--- src/rtl/cu_pkg.sv ---
// Shared state encoding, IR field layout and control-word type for control_unit.
package cu_pkg;

  typedef enum logic [4:0] {
    StF0, StF1, StF2, StF3, StDec,
    StA1, StA2, StA3, StA4, StExec,
    StL0, StL1, StL2, StL3,
    StS0, StS1, StS2,
    StHalt
  } cu_state_e;

  localparam logic [2:0] OP_MOV   = 3'b000;
  localparam logic [2:0] OP_LOAD  = 3'b001;
  localparam logic [2:0] OP_STORE = 3'b010;
  localparam logic [2:0] OP_IN    = 3'b011;
  localparam logic [2:0] OP_OUT   = 3'b100;
  localparam logic [2:0] OP_INP1  = 3'b101;
  localparam logic [2:0] OP_NOP   = 3'b110;
  localparam logic [2:0] OP_HALT  = 3'b111;

  localparam int unsigned IR_CLASS   = 15;
  localparam int unsigned IR_OP_LSB  = 12;
  localparam int unsigned IR_RD_LSB  = 10;
  localparam int unsigned IR_RS1_LSB = 8;
  localparam int unsigned IR_RS2_LSB = 6;
  localparam int unsigned IR_IMM     = 5;

  localparam logic MEM_READ  = 1'b0;
  localparam logic MEM_WRITE = 1'b1;

  typedef struct packed {
    logic       sys;
    logic [2:0] op;
    logic [1:0] rd;
    logic [1:0] rs1;
    logic [1:0] rs2;
    logic       imm;
  } ir_fields_t;

  typedef struct packed {
    logic [3:0] g_in;
    logic [3:0] g_out;
    logic       alu_in1;
    logic       alu_in2;
    logic       alu_outlach;
    logic       alu_out_en;
    logic       pc_out;
    logic       pc_inc;
    logic       p0_in;
    logic       p0_out;
    logic       p1_out;
    logic       mar_en;
    logic       mdr_en_write;
    logic       mdr_en_read;
    logic       mdr_out;
    logic       mem_en;
    logic       mem_rw;
    logic       ir_en;
    logic       immediate_out;
    logic       halted;
  } ctrl_t;

  // Only the upper IR bits carry fields the sequencer needs.
  function automatic ir_fields_t split_ir(input logic [15:5] ir_hi);
    ir_fields_t f;
    f.sys = ir_hi[IR_CLASS];
    f.op  = ir_hi[IR_OP_LSB +: 3];
    f.rd  = ir_hi[IR_RD_LSB +: 2];
    f.rs1 = ir_hi[IR_RS1_LSB +: 2];
    f.rs2 = ir_hi[IR_RS2_LSB +: 2];
    f.imm = ir_hi[IR_IMM];
    return f;
  endfunction

  function automatic logic [3:0] reg_sel(input logic [1:0] idx);
    return 4'b0001 << idx;
  endfunction

endpackage

--- src/rtl/mfc_waiter.sv ---
// Counts cycles spent waiting for mfc in a memory state and flags completion or timeout.
module mfc_waiter #(
  parameter int unsigned MFC_TIMEOUT = 15,
  parameter int unsigned CNT_W       = 4
) (
  input  logic clk,
  input  logic rst,
  input  logic active,
  input  logic mfc,
  output logic done,
  output logic timeout
);

  logic [CNT_W-1:0] cnt_q;

  // Held at zero outside wait states so every wait starts from a cleared count.
  always_ff @(posedge clk or negedge rst) begin
    if (!rst) begin
      cnt_q <= '0;
    end else if (!active) begin
      cnt_q <= '0;
    end else if (!mfc) begin
      cnt_q <= cnt_q + 1'b1;
    end
  end

  assign done    = active && mfc;
  assign timeout = active && !mfc && (cnt_q == CNT_W'(MFC_TIMEOUT));

endmodule

--- src/rtl/control_unit.sv ---
// Hardwired fetch/decode/execute sequencer; every control output is a registered decode of
// the state being entered, so none depends combinationally on mfc.
module control_unit
  import cu_pkg::*;
#(
  parameter int unsigned MFC_TIMEOUT = 15,
  parameter int unsigned CNT_W       = 4
) (
  input  logic        clk,
  input  logic        rst,
  input  logic [15:0] ir,
  input  logic        mfc,
  output logic [3:0]  g_in,
  output logic [3:0]  g_out,
  output logic        alu_in1,
  output logic        alu_in2,
  output logic        alu_outlach,
  output logic        alu_out_en,
  output logic        pc_out,
  output logic        pc_inc,
  output logic        p0_in,
  output logic        p0_out,
  output logic        p1_out,
  output logic        mar_en,
  output logic        mdr_en_write,
  output logic        mdr_en_read,
  output logic        mdr_out,
  output logic        mem_en,
  output logic        mem_rw,
  output logic        ir_en,
  output logic        immediate_out,
  output logic        halted,
  output logic        fault
);

  cu_state_e  state_q, state_d;
  ctrl_t      ctrl_q, ctrl_d;
  ir_fields_t fld_q, fld;
  logic       armed_q;
  logic       fault_q;
  logic       wait_active;
  logic       mfc_done;
  logic       mfc_timeout;
  logic       unused_ir_lo;

  assign unused_ir_lo = ^ir[4:0];

  assign wait_active = (state_q == StF1) || (state_q == StL1) || (state_q == StS2);

  mfc_waiter #(
    .MFC_TIMEOUT(MFC_TIMEOUT),
    .CNT_W      (CNT_W)
  ) u_waiter (
    .clk    (clk),
    .rst    (rst),
    .active (wait_active),
    .mfc    (mfc),
    .done   (mfc_done),
    .timeout(mfc_timeout)
  );

  // IR is read live only in DEC; execute states decode from the copy latched there.
  assign fld = (state_q == StDec) ? split_ir(ir[15:5]) : fld_q;

  always_comb begin
    state_d = state_q;
    unique case (state_q)
      // armed_q gives F0 one visible cycle after reset, since outputs clear on reset.
      StF0: if (armed_q) state_d = StF1;
      StF1: begin
        if (mfc_timeout)   state_d = StHalt;
        else if (mfc_done) state_d = StF2;
      end
      StF2:  state_d = StF3;
      StF3:  state_d = StDec;
      StDec: begin
        if (!fld.sys) begin
          state_d = StA1;
        end else begin
          case (fld.op)
            OP_LOAD:  state_d = StL0;
            OP_STORE: state_d = StS0;
            OP_HALT:  state_d = StHalt;
            default:  state_d = StExec;
          endcase
        end
      end
      StA1:   state_d = StA2;
      StA2:   state_d = StA3;
      StA3:   state_d = StA4;
      StA4:   state_d = StF0;
      StExec: state_d = StF0;
      StL0:   state_d = StL1;
      StL1: begin
        if (mfc_timeout)   state_d = StHalt;
        else if (mfc_done) state_d = StL2;
      end
      StL2: state_d = StL3;
      StL3: state_d = StF0;
      StS0: state_d = StS1;
      StS1: state_d = StS2;
      StS2: begin
        if (mfc_timeout)   state_d = StHalt;
        else if (mfc_done) state_d = StF0;
      end
      StHalt:  state_d = StHalt;
      default: state_d = StF0;
    endcase
  end

  always_comb begin
    ctrl_d = '0;
    unique case (state_d)
      StF0: begin
        ctrl_d.pc_out = 1'b1;
        ctrl_d.mar_en = 1'b1;
      end
      StF1: begin
        ctrl_d.mem_en = 1'b1;
        ctrl_d.mem_rw = MEM_READ;
      end
      StF2: ctrl_d.mdr_en_read = 1'b1;
      StF3: begin
        ctrl_d.mdr_out = 1'b1;
        ctrl_d.ir_en   = 1'b1;
        ctrl_d.pc_inc  = 1'b1;
      end
      StA1: begin
        ctrl_d.g_out   = reg_sel(fld.rs1);
        ctrl_d.alu_in1 = 1'b1;
      end
      StA2: begin
        if (fld.imm) ctrl_d.immediate_out = 1'b1;
        else         ctrl_d.g_out         = reg_sel(fld.rs2);
        ctrl_d.alu_in2 = 1'b1;
      end
      StA3: ctrl_d.alu_outlach = 1'b1;
      StA4: begin
        ctrl_d.alu_out_en = 1'b1;
        ctrl_d.g_in       = reg_sel(fld.rd);
      end
      StExec: begin
        case (fld.op)
          OP_MOV: begin
            ctrl_d.g_out = reg_sel(fld.rs1);
            ctrl_d.g_in  = reg_sel(fld.rd);
          end
          OP_IN: begin
            ctrl_d.p0_out = 1'b1;
            ctrl_d.g_in   = reg_sel(fld.rd);
          end
          OP_OUT: begin
            ctrl_d.g_out = reg_sel(fld.rd);
            ctrl_d.p0_in = 1'b1;
          end
          OP_INP1: begin
            ctrl_d.p1_out = 1'b1;
            ctrl_d.g_in   = reg_sel(fld.rd);
          end
          default: ;
        endcase
      end
      StL0, StS0: begin
        ctrl_d.g_out  = reg_sel(fld.rs1);
        ctrl_d.mar_en = 1'b1;
      end
      StL1: begin
        ctrl_d.mem_en = 1'b1;
        ctrl_d.mem_rw = MEM_READ;
      end
      StL2: ctrl_d.mdr_en_read = 1'b1;
      StL3: begin
        ctrl_d.mdr_out = 1'b1;
        ctrl_d.g_in    = reg_sel(fld.rd);
      end
      StS1: begin
        ctrl_d.g_out        = reg_sel(fld.rd);
        ctrl_d.mdr_en_write = 1'b1;
      end
      StS2: begin
        ctrl_d.mem_en = 1'b1;
        ctrl_d.mem_rw = MEM_WRITE;
      end
      StHalt:  ctrl_d.halted = 1'b1;
      default: ;
    endcase
  end

  always_ff @(posedge clk or negedge rst) begin
    if (!rst) begin
      state_q <= StF0;
      ctrl_q  <= '0;
      fld_q   <= '0;
      armed_q <= 1'b0;
      fault_q <= 1'b0;
    end else begin
      state_q <= state_d;
      ctrl_q  <= ctrl_d;
      fld_q   <= fld;
      armed_q <= 1'b1;
      if (mfc_timeout) fault_q <= 1'b1;
    end
  end

  assign g_in          = ctrl_q.g_in;
  assign g_out         = ctrl_q.g_out;
  assign alu_in1       = ctrl_q.alu_in1;
  assign alu_in2       = ctrl_q.alu_in2;
  assign alu_outlach   = ctrl_q.alu_outlach;
  assign alu_out_en    = ctrl_q.alu_out_en;
  assign pc_out        = ctrl_q.pc_out;
  assign pc_inc        = ctrl_q.pc_inc;
  assign p0_in         = ctrl_q.p0_in;
  assign p0_out        = ctrl_q.p0_out;
  assign p1_out        = ctrl_q.p1_out;
  assign mar_en        = ctrl_q.mar_en;
  assign mdr_en_write  = ctrl_q.mdr_en_write;
  assign mdr_en_read   = ctrl_q.mdr_en_read;
  assign mdr_out       = ctrl_q.mdr_out;
  assign mem_en        = ctrl_q.mem_en;
  assign mem_rw        = ctrl_q.mem_rw;
  assign ir_en         = ctrl_q.ir_en;
  assign immediate_out = ctrl_q.immediate_out;
  assign halted        = ctrl_q.halted;
  assign fault         = fault_q;

endmodule

--- config.mk ---
export PLATFORM = sky130hd
export DESIGN_NAME = control_unit
export DESIGN_NICKNAME = d
export VERILOG_FILES = /design/src/rtl/cu_pkg.sv /design/src/rtl/mfc_waiter.sv /design/src/rtl/control_unit.sv
export SDC_FILE = /design/constraint.sdc
export NUM_CORES = 1
export LEC_CHECK = 0
export ABC_AREA = 1
export CAP_MARGIN = 10
export CORE_MARGIN = 5
export CORE_UTILIZATION = 47
export CTS_CLUSTER_SIZE = 25
export DETAILED_ROUTE_END_ITERATION = 8
export PLACE_DENSITY = 0.76
export SLEW_MARGIN = 40
export SYNTH_ARGS = -nofsm -noshare
export SYNTH_HDL_FRONTEND = slang
export SYNTH_SLANG_ARGS = --single-unit
--- constraint.sdc ---
create_clock -name clk -period 1.7 [get_ports clk]
set_input_delay 0.51 -clock clk [delete_from_list [all_inputs] [get_ports clk]]
set_output_delay 0.51 -clock clk [all_outputs]
set_load 0.005 [all_outputs]
==> results.toml <==
[outcome]
outcome = "complete, but fails checks"
violations = "setup timing"

[routing]
vias = 2483
drtAntennaViolNets = 0
drt_iter0_drc = 246
dr.pass1.iters = 5
routed_wl_mm = 7.23
via_per_inst = 5.14
wl_per_cell_um = 15.0
drc = 0

[pwr]
internal_power_uw = 3600
power_frac_comb = 0.621
ir_worst_vdd_v = 0.000820
p_total_uw = 6210
p_sw_uw = 2610
clkPwrFrac = 0.134
p_leak_uw = 0.00208
p_per_area_mw_per_mm2 = 1620
seqPwrFrac = 0.245
swShare = 0.420

[synth]
synth_cells = 292
synth.top_cell.area_share = 0.478
yosysSeqAreaShare = 0.478
ys_warn_count = 0
syn-num-nets = 312
ys_types = 41
ys_seq_elements = 46
synthesis.area_mm2 = 0.00241
synth_area_leaders = "dfrtp_1 48%, nand2_1 10%, inv_1 6.4%"
syn_area_per_cell_um2 = 8.24
yosys.area.top_type = "dfrtp_1"

[sta]
post-route-period-util = 1.19
clock-skew-final_ns = 0.00767
rsz0062_at_grt = "true"
hold_viol = 0
finalCriticalPeriod_ns = 2.02
setup-violations-final = 18
fin_tns_setup_ns = -4.41
fin_ws_ns = -0.325
fmax_mhz = 494
maxSlewViolCount = 0
holdWs_ns = 0.168

[grt]
grt_use_total = 0.232
antenna_found_initial = 0
grt_pass1_vias = 2503
grt_overflow = 0
grt_pass1_wl_mm = 11.7
grt_max_degree = 47

[min_path]
hp-class = "in -> async"

[clocking]
cts.sinks = 46
clockBufferDepth = 2
insertion_delay_ns = 0.30
hold_buffers = 0
numCtsBuffers = 5
htreeDepth = 2
cts_tree = "yes"
clk_pin_slew_ns = 0.09
clock-root-buffer = "clkbuf_8"

[critical_path]
worstReg2RegEnd = "g_out[1]$_DFF_PN0_"
r2r_setup_slack_ns = -0.32
required_ns = 1.90
reg2reg_depth = 13
endpoint = "g_out[1]$_DFF_PN0_"
setup.worst_path.start = "state_q[4]$_DFF_PN0_"
cp_max_fo = 9
r2r_start = "state_q[4]$_DFF_PN0_"
start_kind = "flip-flop"
critPathKind = "reg -> reg"
crit_arrival_ns = 2.23
cp-end-kind = "flip-flop"

[cells_and_area]
syn2layout_area_growth_pct = 59.3
fin_cells = 483
layout-drive-gt1-share = 0.414
n_antenna_cell = 0
final_nets = 432
utilization = 0.760

[run]
maxCapViolCount = 0

[floorplan]
dieArea_mm2 = 0.00665
rows = 26
start_util = 0.477
ios = 46
dieWidth_um = 81.6
coreArea_mm2 = 0.00504
die_y_um = 81.6

[place]
numPortBuffers = 40
place.detailed.hpwl_mm = 4.68
globalplace.congestion = 0.950
dp.cells = 461
[stage by stage]
step	instance area, um^2	setup slack (ns)
after floorplan	2450	-0.0699
after global placement	3380	-0.458
after detailed placement	3380	-0.509
after CTS	3710	-0.227
after global routing	3830	-0.455
final	3830	-0.325
[routing by layer]
metal / part of all wire / routed length (um) / vias to the layer above / GRT usage
met5: 0 / 0 / - / 0
met4: 0.028 / 202 / 0 / 0.0777
met3: 0.050 / 365 / 25 / 0.0417
met2: 0.53 / 3830 / 93 / 0.416
met1: 0.39 / 2840 / 1184 / 0.277
li1: - / - / 1181 / -
[worst min path at each step]
stage	end	slack [ns]	depth (start not counted)
after global placement	fault$_DFFE_PN0P_	0.44	2
after detailed placement	fault$_DFFE_PN0P_	0.46	2
after CTS	fld_q[9]$_DFF_PN0_	0.18	2
final	fld_q[9]$_DFF_PN0_	0.17	2
after floorplan	alu_in1$_DFF_PN0_	0.21	0
after global routing	u_waiter.cnt_q[2]$_DFFE_PN0N_	0.19	2
[cells in the mapped netlist, drive strengths merged]
cell / n
nor2: 32
o31a: 1
nand3b: 1
a22o: 1
o22ai: 2
and2: 1
nor4: 1
clkinv: 2
nand2: 78
inv: 44
o21ai: 8
and3: 1
a21oi: 8
nor3: 7
o211ai: 3
buf: 6
xor2: 1
nand4: 8
dfrtp: 46
conb: 1
or2: 1
a31oi: 2
ha: 1
a41oi: 1
a22oi: 1
nand3: 34
[worst max-delay path: stages (launching register included)]
cell and delay [ns]:
dfrtp_2 0.44, buf_4 0.16, inv_2 0.09, buf_4 0.15, nand3_1 0.11, nand2_1 0.11, nor2_1 0.19, nand2_1 0.13
nor2_4 0.17, nor2_4 0.07, nand3_1 0.09, nand2_1 0.06, nor2_1 0.09, nand2_1 0.05
[logic make-up after synthesis]
group | synth area share
and+or+nand+nor | 0.346
AOI/OAI and AO/OA | 0.0738
adders and majority gates | 0.00520
buffers and inverters | 0.0915
other | 0.00156
xor gates and xnor gates | 0.00364
DFF | 0.478
[registers in the layout (all words and copies together), names as in the netlist, 4 cells and up]
signal,flops
g_in,4
u_waiter.cnt_q,4
g_out,4
state_q,5
fld_q,10
[cell usage in the layout (no fill, tap or decap), drive strengths merged, types with 2 or more instances in the layout]
| cell | count |
|---|---|
| dfrtp | 46 |
| o21ai | 8 |
| nand3 | 34 |
| buf | 80 |
| nand4 | 8 |
| o22ai | 2 |
| a31oi | 2 |
| clkinv | 3 |
| o211ai | 3 |
| nor2 | 32 |
| clkbuf | 5 |
| nor3 | 7 |
| inv | 45 |
| a21oi | 8 |
| dlymetal6s2s | 8 |
| clkdlybuf4s50 | 31 |
| nand2 | 78 |
[cell type report]
cell class / count / area [um^2]
flip-flops and latches: 46 / 1160
multi-input cells: 194 / 1270
clock buffers: 5 / 68.8
clock inverters: 3 / 43.8
inverters: 46 / 175
repair buffers: 119 / 1030
well taps: 70 / 87.6
fillers: 340 / 1210
[power groups by stage]
stage / clock [uW] / sequential [uW] / combinational, uW
floorplan: 0 / 1550 / 1630
global placement: 0 / 1530 / 2980
detailed placement: 0 / 1540 / 3060
CTS: 848 / 1520 / 3540
global route: 897 / 1550 / 4180
finish: 832 / 1520 / 3860
[what timing repair did]
| item | CTS | global route |
|---|---|---|
| setup endpoints to repair | 18 | 32 |
| buffers inserted | 12 | 2 |
| pin swaps | 15 | 11 |
| hold endpoints to repair | 0 | 0 |
| gates resized for setup | 34 | 34 |
Power figures use the tool's default switching activity.
